===== src/rtl/frame_sched_if.sv =====
// Frame scheduler bundle: raw sync/pixel-valid and decision inputs in, gated stream and statistics out.
interface frame_sched_if #(
  parameter int DIV_W = 4,
  parameter int CNT_W = 16
);
  logic             enable;
  logic [DIV_W-1:0] div;
  logic             enc_busy;
  logic             fifo_afull;
  logic             pvalid_in;
  logic             vsync_in;
  logic             pvalid_out;
  logic             vsync_out;
  logic [1:0]       state;
  logic [CNT_W-1:0] frame_cnt;
  logic [CNT_W-1:0] drop_cnt;
  logic             sync_lost;

  modport master (
    output enable, div, enc_busy, fifo_afull, pvalid_in, vsync_in,
    input  pvalid_out, vsync_out, state, frame_cnt, drop_cnt, sync_lost
  );

  modport slave (
    input  enable, div, enc_busy, fifo_afull, pvalid_in, vsync_in,
    output pvalid_out, vsync_out, state, frame_cnt, drop_cnt, sync_lost
  );
endinterface


===== src/rtl/frame_sched.sv =====
// Per-frame forward/suppress decision at each vsync rising edge; gated outputs lag inputs by 1 cycle.
// Optional sync-loss watchdog enabled by defining FRAME_SCHED_WDOG_EN.
module frame_sched #(
  parameter int DIV_W = 4,
  parameter int CNT_W = 16
`ifdef FRAME_SCHED_WDOG_EN
  ,
  parameter int WDOG_W = 24
`endif
) (
  input logic          clk,
  input logic          rst_n,
  frame_sched_if.slave bus
);

  typedef enum logic [1:0] {
    ST_IDLE = 2'd0,
    ST_PASS = 2'd1,
    ST_SKIP = 2'd2
  } state_t;

  localparam logic [CNT_W-1:0] CNT_MAX = '1;

  state_t           r_state;
  state_t           w_next_state;
  logic [DIV_W-1:0] r_phase;
  logic [DIV_W-1:0] w_next_phase;
  logic [CNT_W-1:0] r_frame_cnt;
  logic [CNT_W-1:0] r_drop_cnt;
  logic             r_vsync_d;
  logic             r_armed;
  logic             r_pvalid_out;
  logic             r_vsync_out;
  logic             w_vrise;
  logic             w_inc_frame;
  logic             w_inc_drop;
  logic             w_pass_next;
  logic             w_wdog_full;

  // r_armed masks the first cycle after reset so a vsync level already high is not a rising edge.
  assign w_vrise = bus.vsync_in & ~r_vsync_d & r_armed;

`ifdef FRAME_SCHED_WDOG_EN
  logic [WDOG_W-1:0] r_wdog;

  always_ff @(posedge clk or negedge rst_n) begin
    if (!rst_n) begin
      r_wdog <= '0;
    end else if (w_vrise) begin
      r_wdog <= '0;
    end else if (r_wdog != '1) begin
      r_wdog <= r_wdog + 1'b1;
    end
  end

  assign w_wdog_full = (r_wdog == '1);
`else
  assign w_wdog_full = 1'b0;
`endif

  always_ff @(posedge clk or negedge rst_n) begin
    if (!rst_n) begin
      r_state      <= ST_IDLE;
      r_phase      <= '0;
      r_frame_cnt  <= '0;
      r_drop_cnt   <= '0;
      r_vsync_d    <= 1'b0;
      r_armed      <= 1'b0;
      r_pvalid_out <= 1'b0;
      r_vsync_out  <= 1'b0;
    end else begin
      r_state      <= w_next_state;
      r_phase      <= w_next_phase;
      r_vsync_d    <= bus.vsync_in;
      r_armed      <= 1'b1;
      r_pvalid_out <= bus.pvalid_in & w_pass_next;
      r_vsync_out  <= bus.vsync_in & w_pass_next;
      if (w_inc_frame && (r_frame_cnt != CNT_MAX)) begin
        r_frame_cnt <= r_frame_cnt + 1'b1;
      end
      if (w_inc_drop && (r_drop_cnt != CNT_MAX)) begin
        r_drop_cnt <= r_drop_cnt + 1'b1;
      end
    end
  end

  always_comb begin
    w_next_state = r_state;
    w_next_phase = r_phase;
    w_inc_frame  = 1'b0;
    w_inc_drop   = 1'b0;
    if (w_vrise) begin
      if (!bus.enable) begin
        w_next_state = ST_IDLE;
        w_next_phase = '0;
      end else if (r_phase != '0) begin
        // Decimated frame; >= lets a shrunken div wrap phase immediately.
        w_next_state = ST_SKIP;
        w_next_phase = (r_phase >= bus.div) ? '0 : r_phase + 1'b1;
      end else if (bus.enc_busy || bus.fifo_afull) begin
        // Phase stays 0 so the following frame retries.
        w_next_state = ST_SKIP;
        w_inc_drop   = 1'b1;
      end else begin
        w_next_state = ST_PASS;
        w_inc_frame  = 1'b1;
        w_next_phase = (bus.div == '0) ? '0 : DIV_W'(1);
      end
    end else if (w_wdog_full) begin
      w_next_state = ST_IDLE;
      w_next_phase = '0;
    end
  end

  always_comb begin
    w_pass_next = (w_next_state == ST_PASS);
  end

  assign bus.pvalid_out = r_pvalid_out;
  assign bus.vsync_out  = r_vsync_out;
  assign bus.state      = r_state;
  assign bus.frame_cnt  = r_frame_cnt;
  assign bus.drop_cnt   = r_drop_cnt;
  assign bus.sync_lost  = w_wdog_full;

endmodule


===== src/flat_wrapper.sv =====
// flat-port wrapper written by rule: the top's interface ports become plain ports
module frame_sched_flat 
#(
  parameter int DIV_W = 4,
  parameter int CNT_W = 16

)
  (clk, rst_n, bus_enable, bus_div, bus_enc_busy, bus_fifo_afull, bus_pvalid_in, bus_vsync_in, bus_pvalid_out, bus_vsync_out, bus_state, bus_frame_cnt, bus_drop_cnt, bus_sync_lost);
  frame_sched_if #(.DIV_W(DIV_W), .CNT_W(CNT_W)) bus_i ();
  input logic clk;
  input logic rst_n;
  input wire logic [$bits(bus_i.enable)-1:0] bus_enable;
  input wire logic [$bits(bus_i.div)-1:0] bus_div;
  input wire logic [$bits(bus_i.enc_busy)-1:0] bus_enc_busy;
  input wire logic [$bits(bus_i.fifo_afull)-1:0] bus_fifo_afull;
  input wire logic [$bits(bus_i.pvalid_in)-1:0] bus_pvalid_in;
  input wire logic [$bits(bus_i.vsync_in)-1:0] bus_vsync_in;
  output wire logic [$bits(bus_i.pvalid_out)-1:0] bus_pvalid_out;
  output wire logic [$bits(bus_i.vsync_out)-1:0] bus_vsync_out;
  output wire logic [$bits(bus_i.state)-1:0] bus_state;
  output wire logic [$bits(bus_i.frame_cnt)-1:0] bus_frame_cnt;
  output wire logic [$bits(bus_i.drop_cnt)-1:0] bus_drop_cnt;
  output wire logic [$bits(bus_i.sync_lost)-1:0] bus_sync_lost;
  assign bus_i.enable = bus_enable;
  assign bus_i.div = bus_div;
  assign bus_i.enc_busy = bus_enc_busy;
  assign bus_i.fifo_afull = bus_fifo_afull;
  assign bus_i.pvalid_in = bus_pvalid_in;
  assign bus_i.vsync_in = bus_vsync_in;
  assign bus_pvalid_out = bus_i.pvalid_out;
  assign bus_vsync_out = bus_i.vsync_out;
  assign bus_state = bus_i.state;
  assign bus_frame_cnt = bus_i.frame_cnt;
  assign bus_drop_cnt = bus_i.drop_cnt;
  assign bus_sync_lost = bus_i.sync_lost;
  frame_sched #(.DIV_W(DIV_W), .CNT_W(CNT_W)) u_core (.clk(clk), .rst_n(rst_n), .bus(bus_i));
endmodule

===== config.mk =====
export PLATFORM = sky130hd
export DESIGN_NAME = frame_sched_flat
export DESIGN_NICKNAME = d
export VERILOG_FILES = /design/src/rtl/frame_sched_if.sv /design/src/rtl/frame_sched.sv /design/src/flat_wrapper.sv
export SDC_FILE = /design/constraint.sdc
export NUM_CORES = 1
export LEC_CHECK = 0
export CAP_MARGIN = 20
export CORE_UTILIZATION = 40
export DETAILED_ROUTE_END_ITERATION = 10
export PLACE_DENSITY = 0.66
export SYNTH_ARGS = -nofsm -noshare
export SYNTH_HDL_FRONTEND = slang
export SYNTH_SLANG_ARGS = --single-unit

===== constraint.sdc =====
create_clock -name clk -period 3.66 [get_ports clk]
set_input_delay 0.549 -clock clk [delete_from_list [all_inputs] [get_ports clk]]
set_output_delay 0.549 -clock clk [all_outputs]
set_load 0.05 [all_outputs]

==> out/qor.csv <==
metric,value,unit
Crit path depth,7,
Final HPWL DP,3.04,mm
Root Buffer,clkbuf_8,
CP Class,reg2reg,
"Remaining Overflow, GRT",0,
nets,271,
Num CTS Buffers,5,
R2R depth,7,
CP Capture Point,u_core.bus.drop_cnt[9]$_DFFE_PN0P_,
critical path capture point type,register,
Multi-input gate area,992,sq um
maxcap violations,0,
Worst Skew,8.20,ps
r2r setup slk,950,ps
Final GP Congestion,0.808,
Longest Clk Path Bufs,2,
clock transition at the registers of the reported paths,80,ps
r2r startpoint,u_core.r_phase[0]$_DFFE_PN0P_,
Ports,48,
register area share after synthesis,49.9,%
critical path arrival,2890,ps
Crit. Startpoint,u_core.r_phase[0]$_DFFE_PN0P_,
"worst slack, placed",880,ps
Synth Cell Area,2110,sq um
post_cts resized,0,
Synth-to-Final Area Change,28.9,%
Worst-Skew Late Latency,290,ps
Hold Path Class,in2async,
fillers,484,
post-synth cell types,45,
first-pass GRT wire length,7.04,mm
drt initial violations,93,
routed vias,1633,
die height,74.6,um
run status,"complete, no violations",
cts hold-fix bufs,0,
Setup Viol. Count Final,0,
largest net degree at the start of global routing,43,
register bit total from synthesis,42,
Synth Flop Type,dfrtp_1,
Peak Freq,369,MHz
DRT Pass-1 Iters,4,
crit path cell chain,inv_1 > ha_1 > or3b_1 > or2_4 > or3_1 > or4_4 > xnor2_2,
area of the die,5560,sq um
startpoint type of the worst setup path,register,
Tcrit/Tclk final,74.0,%
WL/cell,12.6,um
total clock sinks,42,
layout cells sized above 1,7.11,%
"FFs w/ async S/R, synth",100,%
Final Max Slew Viols,0,
CP max stage delay,540,ps
max-slew headroom at the worst pin,39.7,%
initial antenna violation count,0,
antenna-violating nets left,0,
Least-Margin Pin Slew,905,ps
synth warn,0,
GRT Overall Usage,16.9,%
Setup WS post-layout,951,ps
vias in the first global route,1551,
Initial Utilization,41.5,%
slowest CP cell,or4_4,
PD cells,429,nW/um^2
Period minus WS final,2710,ps
Crit Path Max Fanout,9,
CP bufs+invs,1,
die width,74.6,um
Synth Area per Inst,10.4,sq um
routed wire length,4.08,mm
n_diodes,0,
Core Area,5070,sq um
Max VDD drop,0.296,mV
RSZ-0062 raised after global routing,false,
CTS H-tree depth,2,
worst r2r dst,u_core.bus.drop_cnt[9]$_DFFE_PN0P_,
CP top delay family,simple AND/OR/NAND/NOR gates,
vias per cell,5.06,
aggregate negative setup slack,0,ps
postcts setup bufs,0,
# DRC,0,
Syn Inst Count,203,
buffers added on ports,46,
critical path required time,3840,ps
Final Hold Vio Count,0,
# rows,26,
Post-synth EDFFs,0,
Syn Nets,222,
Reg area,1050,sq um
CTS tree,built,
leak pwr,0.00121,uW
==> synth_stat cells, drive strengths merged (3+ instances only) <==
master  instances  share of area (%)
buf             3                1.1
inv             9                1.6
dfrtp          42                 50
nor3            6                1.4
o21ai           7                1.7
nor4            8                2.4
nand4           9                2.7
and2            3               0.95
nand3          11                2.6
xnor2          13                5.8
xor2           15                6.2
nand2          20                3.6
ha              8                4.8
nor2           14                2.5
==> layout make-up <==
type / count / share of cell area (%)
clock inverter: 2 / 0.461
multi-input combinational: 148 / 36.5
inverter: 9 / 1.24
clock buffer: 6 / 3.04
sequential: 42 / 38.7
tap: 70 / 3.23
timing repair buffer: 46 / 16.8
==> worst register-to-register path, stage by stage, from the launching register on <==
cell     delay (ps)
dfrtp_1         410
inv_1           110
ha_1            150
or3b_1          460
or2_4           310
or3_1           490
or4_4           540
xnor2_2         140
==> flip-flops by register name, indices dropped and copies added, names as in the netlist <==
register / cells
u_core.bus.state: 2
u_core.bus.drop_cnt: 16
u_core.r_vsync_d: 1
u_core.bus.pvalid_out: 1
u_core.r_phase: 4
u_core.r_armed: 1
u_core.bus.vsync_out: 1
u_core.bus.frame_cnt: 16
==> kinds of logic (layout without fill, tap and decap cells) <==
logic type / count (synthesis) / in the layout / synth area share (%)
other: 2 / 2 / 0.357
muxes: 2 / 2 / 1.07
xor gates and xnor gates: 28 / 28 / 12.0
AOI/OAI and AO/OA: 22 / 22 / 7.13
DFF: 42 / 42 / 49.9
and+or+nand+nor: 86 / 86 / 21.8
adders and majority gates: 8 / 8 / 4.75
buffers and inverters: 13 / 63 / 2.97
==> cells in the final DEF, fill, tap and decap left out, types with 2 or more instances in the layout <==
cell              n
a21oi_1           2
and2_1            2
and3_1            2
clkbuf_8          6
clkdlybuf4s50_1  45
conb_1            2
dfrtp_1          42
ha_1              8
inv_1             9
mux2_2            2
nand2_1          20
nand3_1          11
nand4_1           9
nor2_1           14
nor3_1            6
nor4_1            8
nor4b_1           2
o211ai_1          2
o21a_1            2
o21ai_0           7
o22ai_1           2
xnor2_1          12
xor2_1           15
==> how the worst min path moves through the flow <==
stage / cells past startpoint / to / from
after CTS: 1 / u_core.bus.drop_cnt[14]$_DFFE_PN0P_ / rst_n
final: 1 / u_core.bus.frame_cnt[7]$_DFFE_PN0P_ / rst_n
after global placement: 1 / u_core.bus.drop_cnt[7]$_DFFE_PN0P_ / u_core.bus.drop_cnt[7]$_DFFE_PN0P_
after detailed placement: 1 / u_core.bus.drop_cnt[7]$_DFFE_PN0P_ / u_core.bus.drop_cnt[7]$_DFFE_PN0P_
after floorplan: 0 / u_core.bus.drop_cnt[0]$_DFFE_PN0P_ / rst_n
after global routing: 1 / u_core.bus.frame_cnt[8]$_DFFE_PN0P_ / rst_n
==> power breakdown <==
part	internal (uW)	switching [uW]	total, uW
clock network	152	156	307
registers	503	44.6	548
logic	121	187	308
total	776	388	1160
==> per-layer routing <==
layer | up-vias | track usage [%] | share of wire, % | wire length, um
met1 | 776 | 23.0 | 49 | 2000
met3 | 11 | 4.34 | 2.9 | 120
li1 | 812 | - | - | -
met4 | 0 | 8.39 | 3.2 | 129
met2 | 34 | 25.1 | 45 | 1840
met5 | - | 0 | 0 | 0
==> per-stage QoR <==
| stage | hold slack [ps] | total power (uW) | area [sq um] | utilization (%) | instances |
|---|---|---|---|---|---|
| after global placement | 484 | 859 | 2620 | 51.6 | 315 |
| after CTS | 422 | 1180 | 2720 | 53.5 | 323 |
| final | 384 | 1160 | 2720 | 53.5 | 323 |
| after detailed placement | 489 | 865 | 2620 | 51.6 | 315 |
| after global routing | 463 | 1240 | 2720 | 53.5 | 323 |
| after floorplan | 253 | 768 | 2110 | - | 203 |
No activity file was read; power rests on OpenSTA's default activity.
